<file path="config.mk">
export PLATFORM = sky130hd
export DESIGN_NAME = corr_20_scan_ctrl
export DESIGN_NICKNAME = d
export VERILOG_FILES = /design/src/rtl/corr_20_scan_ctrl_pkg.sv /design/src/rtl/corr_20_scan_ctrl.sv
export SDC_FILE = /design/constraint.sdc
export NUM_CORES = 1
export LEC_CHECK = 0
export ABC_AREA = 1
export BUFFER_PORTS_ARGS = -buffer_cell sky130_fd_sc_hd__buf_4
export CORE_AREA = 3 3 189 191
export DETAILED_ROUTE_END_ITERATION = 10
export DIE_AREA = 0 0 192 194
export GPL_ROUTABILITY_DRIVEN = 0
export GPL_TIMING_DRIVEN = 0
export PLACE_DENSITY = 0.55
export REMOVE_ABC_BUFFERS = 1
export SETUP_SLACK_MARGIN = 0.15
export SYNTH_ARGS = -nofsm -noshare
export SYNTH_HDL_FRONTEND = slang
export SYNTH_SLANG_ARGS = --single-unit
</file>
<file path="constraint.sdc">
create_clock -name clk -period 3.3 [get_ports clk]
set_input_delay 0.99 -clock clk [delete_from_list [all_inputs] [get_ports clk]]
set_output_delay 0.99 -clock clk [all_outputs]
set_load 0.02 [all_outputs]
</file>
<file path="src/rtl/corr_20_scan_ctrl_pkg.sv">
// Shared types and sizing for the 21-disparity correlation scan controller.
// Holds the FSM encoding, bus geometry and the corr_bus slice helper.
package corr_20_scan_ctrl_pkg;

  typedef enum logic [1:0] {
    RUN  = 2'd0,
    WEN  = 2'd1,
    SCAN = 2'd2,
    OUT  = 2'd3
  } state_e;

  localparam int NUM_DISP     = 21;
  localparam int CORR_W       = 16;
  localparam int DISP_W       = 5;
  localparam int FILL_WEN_DEF = 26;
  localparam int BUS_W        = NUM_DISP * CORR_W;

  // Extracts correlation value k from the flattened corr_bus.
  function automatic logic [CORR_W-1:0] corr_slice(input logic [BUS_W-1:0] bus,
                                                   input logic [DISP_W-1:0] idx);
    return bus[int'(idx)*CORR_W +: CORR_W];
  endfunction

endpackage

</file>
<file path="src/rtl/corr_20_scan_ctrl.sv">
// Sequences pixel pairs into the norm_corr_20 datapath and, once the pipeline
// is full, scans the 21 correlation outputs for the best (lowest-index on tie) disparity.
module corr_20_scan_ctrl
  import corr_20_scan_ctrl_pkg::*;
#(
  parameter int FILL_WEN = FILL_WEN_DEF
) (
  input  logic                clk,
  input  logic                rst_n,
  input  logic                in_valid,
  output logic                in_ready,
  input  logic                in_sol,
  input  logic [CORR_W-1:0]   in_l_1,
  input  logic [CORR_W-1:0]   in_l_2,
  input  logic [CORR_W-1:0]   in_r_1,
  input  logic [CORR_W-1:0]   in_r_2,
  output logic                wen,
  output logic [CORR_W-1:0]   d_l_1,
  output logic [CORR_W-1:0]   d_l_2,
  output logic [CORR_W-1:0]   d_r_1,
  output logic [CORR_W-1:0]   d_r_2,
  input  logic [BUS_W-1:0]    corr_bus,
  output logic                disp_valid,
  input  logic                disp_ready,
  output logic [DISP_W-1:0]   disp_out,
  output logic [CORR_W-1:0]   disp_peak
);

  localparam int                FILL_W   = $clog2(FILL_WEN + 1);
  localparam logic [FILL_W-1:0] FILL_MAX = FILL_W'(FILL_WEN);
  localparam logic [DISP_W-1:0] LAST_IDX = DISP_W'(NUM_DISP - 1);

  state_e              state_r, state_nxt;
  logic [FILL_W-1:0]   fill_r, fill_nxt;
  logic [DISP_W-1:0]   scan_idx_r, scan_nxt;
  logic [DISP_W-1:0]   best_idx_r, best_idx_nxt;
  logic [CORR_W-1:0]   best_val_r, best_val_nxt;
  logic [CORR_W-1:0]   slice_s;
  logic                load_d_s;
  logic                wen_r, in_ready_r, disp_valid_r;
  logic [CORR_W-1:0]   d_l_1_r, d_l_2_r, d_r_1_r, d_r_2_r;

  // Next-state, fill counter and running argmax over corr_bus.
  always_comb begin
    state_nxt    = state_r;
    fill_nxt     = fill_r;
    scan_nxt     = scan_idx_r;
    best_idx_nxt = best_idx_r;
    best_val_nxt = best_val_r;
    load_d_s     = 1'b0;
    slice_s      = corr_slice(corr_bus, scan_idx_r);
    case (state_r)
      RUN: begin
        if (in_valid && in_ready_r) begin
          load_d_s  = 1'b1;
          state_nxt = WEN;
          if (in_sol) begin
            fill_nxt = FILL_W'(1);
          end else if (fill_r >= FILL_MAX) begin
            fill_nxt = FILL_MAX;
          end else begin
            fill_nxt = fill_r + FILL_W'(1);
          end
        end else begin
          state_nxt = RUN;
        end
      end
      WEN: begin
        scan_nxt = {DISP_W{1'b0}};
        if (fill_r == FILL_MAX) begin
          state_nxt = SCAN;
        end else begin
          state_nxt = RUN;
        end
      end
      SCAN: begin
        // Strict compare keeps the lowest index on ties.
        if ((scan_idx_r == {DISP_W{1'b0}}) || (slice_s > best_val_r)) begin
          best_idx_nxt = scan_idx_r;
          best_val_nxt = slice_s;
        end else begin
          best_idx_nxt = best_idx_r;
          best_val_nxt = best_val_r;
        end
        if (scan_idx_r == LAST_IDX) begin
          state_nxt = OUT;
        end else begin
          scan_nxt = scan_idx_r + DISP_W'(1);
        end
      end
      OUT: begin
        if (disp_ready) begin
          state_nxt = RUN;
        end else begin
          state_nxt = OUT;
        end
      end
      default: begin
        state_nxt = RUN;
      end
    endcase
  end

  // Control state and strobes registered from the next state.
  always_ff @(posedge clk or negedge rst_n) begin
    if (!rst_n) begin
      state_r      <= RUN;
      fill_r       <= {FILL_W{1'b0}};
      scan_idx_r   <= {DISP_W{1'b0}};
      best_idx_r   <= {DISP_W{1'b0}};
      best_val_r   <= {CORR_W{1'b0}};
      wen_r        <= 1'b0;
      in_ready_r   <= 1'b1;
      disp_valid_r <= 1'b0;
    end else begin
      state_r      <= state_nxt;
      fill_r       <= fill_nxt;
      scan_idx_r   <= scan_nxt;
      best_idx_r   <= best_idx_nxt;
      best_val_r   <= best_val_nxt;
      wen_r        <= (state_nxt == WEN);
      in_ready_r   <= (state_nxt == RUN);
      disp_valid_r <= (state_nxt == OUT);
    end
  end

  // Pixel pair captured on acceptance and held while the datapath is frozen.
  always_ff @(posedge clk or negedge rst_n) begin
    if (!rst_n) begin
      d_l_1_r <= {CORR_W{1'b0}};
      d_l_2_r <= {CORR_W{1'b0}};
      d_r_1_r <= {CORR_W{1'b0}};
      d_r_2_r <= {CORR_W{1'b0}};
    end else if (load_d_s) begin
      d_l_1_r <= in_l_1;
      d_l_2_r <= in_l_2;
      d_r_1_r <= in_r_1;
      d_r_2_r <= in_r_2;
    end
  end

  assign in_ready   = in_ready_r;
  assign wen        = wen_r;
  assign disp_valid = disp_valid_r;
  assign disp_out   = best_idx_r;
  assign disp_peak  = best_val_r;
  assign d_l_1      = d_l_1_r;
  assign d_l_2      = d_l_2_r;
  assign d_r_1      = d_r_1_r;
  assign d_r_2      = d_r_2_r;

endmodule
</file>
# Yosys cells after proc, flatten, opt, wreduce, memory -nomap -nowiden
# Index checks and enable logic that the tools add are counted.
# totals
ff_bits	100
inputBits	405
out_inout_bits	88
word_cells	45
# op_classes
add_sub_neg	2
n_lt_le_gt_ge	2
eq_ne	8
shift	1
mux	11
n_reduce_logical	9
# op_table
operator	count
$shiftx A336 B10 Y16	1
$gt A16 B16 Y1	1
$mux W5	3
$add A5 B1 Y5 const B	2
$eq A5 B5 Y1 const B	2
$pmux W5 S2	1
$pmux W2 S4	1
$eq A2 B2 Y1 const B	3
$mux W2	3
$reduce_and A2 Y1	3
$ge A5 B5 Y1 const B	1
$logic_not A5 Y1	1
$eq A2 B1 Y1 const B	2
$logic_not A2 Y1	2
$mux W1	3
$ne A2 B2 Y1 const B	1
$reduce_bool A2 Y1	1
$logic_and A1 B1 Y1	1
$logic_or A1 B1 Y1	1

# Depth between registers and ports, before layout
# depth
ltp_word	4
ltp_mapped	28
mapped_depth_nobuf	23

# Worst setup path before layout
# OpenSTA, ideal clock, no wires.
# synth_path
path_type	input to register
from	in corr_bus[23]
to	reg best_idx_r[0], in the netlist disp_out[0]
setup_time_ns	0.066
arrival_time_ns	2.623
required_time_ns	3.234
setup_slack_ns	0.611
path_stages	18
n_path_buf	1
path_cell_list	nand2_1 -> nand3_1 -> nand3_1 -> nand2_1 -> nor2_1 -> a21oi_2 -> ha_1 -> nand2_1 -> nor2_1 -> nand2_1 -> nand2_1 -> nand2_1 -> nand2_1 -> nand2_1 -> nand2_1 -> clkbuf_1 -> nand3_1 -> nand2_1
# synth_via
elab_chain_cells	4
# synth_rtl
item	line_no	source
start: declaration	corr_20_scan_ctrl.sv:22	input logic [BUS_W-1:0] corr_bus,
$shiftx A336 B10 Y16	corr_20_scan_ctrl_pkg.sv:21	return bus[int'(idx)*CORR_W +: CORR_W];
named net slice_s[7]	corr_20_scan_ctrl.sv:38	logic [CORR_W-1:0] slice_s;
$gt A16 B16 Y1	corr_20_scan_ctrl.sv:78	if ((scan_idx_r == {DISP_W{1'b0}}) || (slice_s > best_val_r)) begin
$logic_or A1 B1 Y1	corr_20_scan_ctrl.sv:78	
$reduce_and A2 Y1 (no line)	--	
end signal: assignment	corr_20_scan_ctrl.sv:110	best_idx_r <= {DISP_W{1'b0}};
end signal: assignment	corr_20_scan_ctrl.sv:119	best_idx_r <= best_idx_nxt;
end: declaration	corr_20_scan_ctrl.sv:36	logic [DISP_W-1:0] best_idx_r, best_idx_nxt;
# The timed path passes the listed nets, and every way through them passes these cells.
# A chain may end at the register's enable or synchronous reset.

# Worst setup path after layout
# layout_path
from	reg scan_idx_r[0]
to	reg best_val_r[5], in the netlist disp_peak[5]
# layout_via
elab_chain_cells	4
elab_cells_between_ends	5
classes_between	order compare (1); shift (1); reduce/logical (3)
# layout_rtl
item	line_no	source
start: declaration	corr_20_scan_ctrl.sv:35	logic [DISP_W-1:0] scan_idx_r, scan_nxt;
start signal: assignment	corr_20_scan_ctrl.sv:109	scan_idx_r <= {DISP_W{1'b0}};
start signal: assignment	corr_20_scan_ctrl.sv:118	scan_idx_r <= scan_nxt;
$shiftx A336 B10 Y16	corr_20_scan_ctrl_pkg.sv:21	
named net slice_s[3]	corr_20_scan_ctrl.sv:38	
$gt A16 B16 Y1	corr_20_scan_ctrl.sv:78	
$logic_or A1 B1 Y1	corr_20_scan_ctrl.sv:78	
$reduce_and A2 Y1 (no line)	--	
end signal: assignment	corr_20_scan_ctrl.sv:111	best_val_r <= {CORR_W{1'b0}};
end signal: assignment	corr_20_scan_ctrl.sv:120	best_val_r <= best_val_nxt;
end: declaration	corr_20_scan_ctrl.sv:37	logic [CORR_W-1:0] best_val_r, best_val_nxt;
# The timed path passes the listed nets, and every way through them passes these cells.

==> metrics.csv <==
metric,value,unit
Hold/Removal Path Class,flip-flop to flip-flop,
Core Area,0.03429,mm^2
Slew @ Worst Pin,1.231,ns
initial antenna violation count,1,
status,"finished, final reports clean",
Initial Util,22.87,%
"CTS clk-pin slew, worst paths",0.08,ns
WL/cell,19.11,um
area grow syn2layout,69.15,%
max_slew headroom,17.83,%
clk_lat worst skew,0.34,ns
RSZ-0062 raised after global routing,yes,
Crit. End Element,flip-flop,
CTS tree,yes,
crit path kind,flip-flop to flip-flop,
port bufs,492,
Lkg Pwr,7.086,nW
total gr overflow,0,
most frequent cells in the layout,"nand2_1, buf_4, nand3_1, nor2_1, dfrtp_1",
die width,192,um
Root Driver,clkbuf_16,
fmax,0.3324,GHz
Max Clock Skew,0.008570,ns
pwr dens,771.5,mW/mm^2
largest net degree at the start of global routing,101,
CP required,3.53,ns
register area share after synthesis,31.93,%
Mapped Cells,1306,
vias,10520,
synthesized flop and latch total,100,
Finish-stage setup viols,0,
crit path launch type,flip-flop,
vias in the first global route,9946,
H-tree Lvls,3,
design area,0.01326,mm^2
Final #Nets,2210,
clock tree sinks,100,
Netlist Area Pre-Place,0.007840,mm^2
Via density,4.682,
drt first pass iters,5,
FP Rows,68,
detailed-route DRC error count,0,
Tcrit/Tclk final,91.16,%
first-pass GRT wire length,56970,um
Max Cap Viol,0,
hold slack,0.4818,ns
largest fanout on the critical path,9,
initial detailed-routing violation count,527,
DP Area,0.01184,mm^2
Netlist cell types,30,
CTS buffer count,9,
area of the die,0.03725,mm^2
number of fillers in the final layout,3685,
Post-DRT Antenna Nets,0,
IO Count,493,
Peak VDD IR,0.0004733,V
dpl hpwl,27190,um
Synth Warn #,0,
Avg Inst Size Synth,6.003,um^2
GRT Overall Usage,19.74,%
Util after Layout,38.68,%
"Hold Vio Cnt, Final",0,
CP arrival,3.24,ns
Longest Clk Path Bufs,2,
share of cells above drive strength 1,36.31,%
WL final,42920,um
"Slew Viols, Final",0,
die height,194,um
cts hold-fix bufs,0,
Tmin final,3.008,ns
"commonest non-fill, non-tap cell in the layout",nand2_1,
## synth_stat cells, drive strengths merged
cell	count	area, um^2
clkbuf	24	90.09
dfrtp	99	2477
o31ai	1	7.510
a31oi	1	6.260
ha	20	250.2
nand3	137	685.7
nand4	4	25.02
xor2	2	17.52
a21oi	105	581.8
dfstp	1	26.28
inv	71	266.5
nand2	576	2165
a21o	3	22.52
o211ai	1	7.510
xnor2	1	8.760
nor3	1	5.000
o22ai	2	12.51
buf	64	355.3
clkinv	2	7.510
nor2	122	473.0
o21ai	68	340.3
a41oi	1	8.760
## layer usage
layer  routed length [um]  up-vias  global-route usage [%]
li1                     -     5108                       -
met1                16750     4904                   22.64
met2                21440      453                   36.14
met3                 3583       51                   5.008
met4                 1146        0                   5.154
met5                    0        -                       0
## what timing repair did
action                     CTS  global route
pin swaps                    6            29
resized for setup           37            67
cloned                       5            20
setup endpoints to repair   87            23
setup buffers               16            14
## registers in the layout, summed over array words and instances, names as in the netlist
register and count:
state_r 2, wen 1, in_ready 1, scan_idx_r 5
fill_r 5, disp_valid 1, disp_out 5, d_l_2 16
d_r_2 16, d_l_1 16, disp_peak 16, d_r_1 16
## cell families after synthesis
logic type | after synthesis | share of synthesized area, %
AOI/OAI and AO/OA | 182 | 12.59
xor gates and xnor gates | 3 | 0.3352
adders and majority gates | 20 | 3.192
buffers and inverters | 161 | 9.177
DFF | 100 | 31.93
and+or+nand+nor | 840 | 42.77
## layout make-up
cell class / count / area (um^2) / area share (%)
multi-input cells: 1052 / 4959 / 37.39
repair buffers: 548 / 4584 / 34.57
flip-flops and latches: 100 / 2522 / 19.02
well taps: 455 / 569.3 / 4.293
inverters: 73 / 327.8 / 2.472
clock buffers: 10 / 229.0 / 1.727
clock inverters: 6 / 56.30 / 0.4246
repair inverters: 1 / 11.26 / 0.08491
diodes: 1 / 2.502 / 0.01887
## path summary, 6_finish.rpt
path                                endpoint  slack (ns)  depth (start not counted)     startpoint
worst min-delay path             disp_out[0]        0.48                          2    disp_out[0]
max in group asynchronous           in_ready        2.05                          2          rst_n
worst max register to register  disp_peak[5]        0.29                         22  scan_idx_r[0]
worst min register to register   disp_out[0]        0.48                          2    disp_out[0]
worst max-delay path            disp_peak[5]        0.29                         22  scan_idx_r[0]
min in group asynchronous          d_l_2[13]        0.54                          1          rst_n
## report_power, final
group / switching (mW) / total (mW) / internal (mW) / leakage (nW)
clock network: 0.532 / 1.06 / 0.529 / 0.137
registers: 0.398 / 2.17 / 1.77 / 1.25
logic: 4.20 / 7.00 / 2.80 / 5.70
## critical path, cell delays in order, from the launching register on
cell	delay, ns
dfrtp_4	0.60
buf_12	0.20
buf_16	0.15
nand2_1	0.07
nand3_2	0.08
nand2_1	0.09
a21oi_1	0.05
nor2_2	0.18
a21oi_2	0.09
ha_1	0.30
nand2_1	0.06
inv_1	0.05
nand2_1	0.06
nand2_2	0.07
nand2_1	0.05
nand2_1	0.05
nand2_1	0.06
nand2_2	0.07
nand2_4	0.10
nand2_8	0.18
nand2_8	0.11
nand2_2	0.13
nand2_1	0.06
## metrics by stage
step                instances  setup TNS (ns)  setup WS [ns]  total power [mW]
global placement         2165         -430.66         -8.715             7.939
detailed placement       2173          -79.85         -2.896             7.938
floorplan                1218         -156.11         -4.109             5.530
CTS                      2210               0         0.1628             9.435
finish                   2246               0         0.2918             10.23
global route             2246               0        0.08965             11.06
No activity file was read; power rests on OpenSTA's default activity.
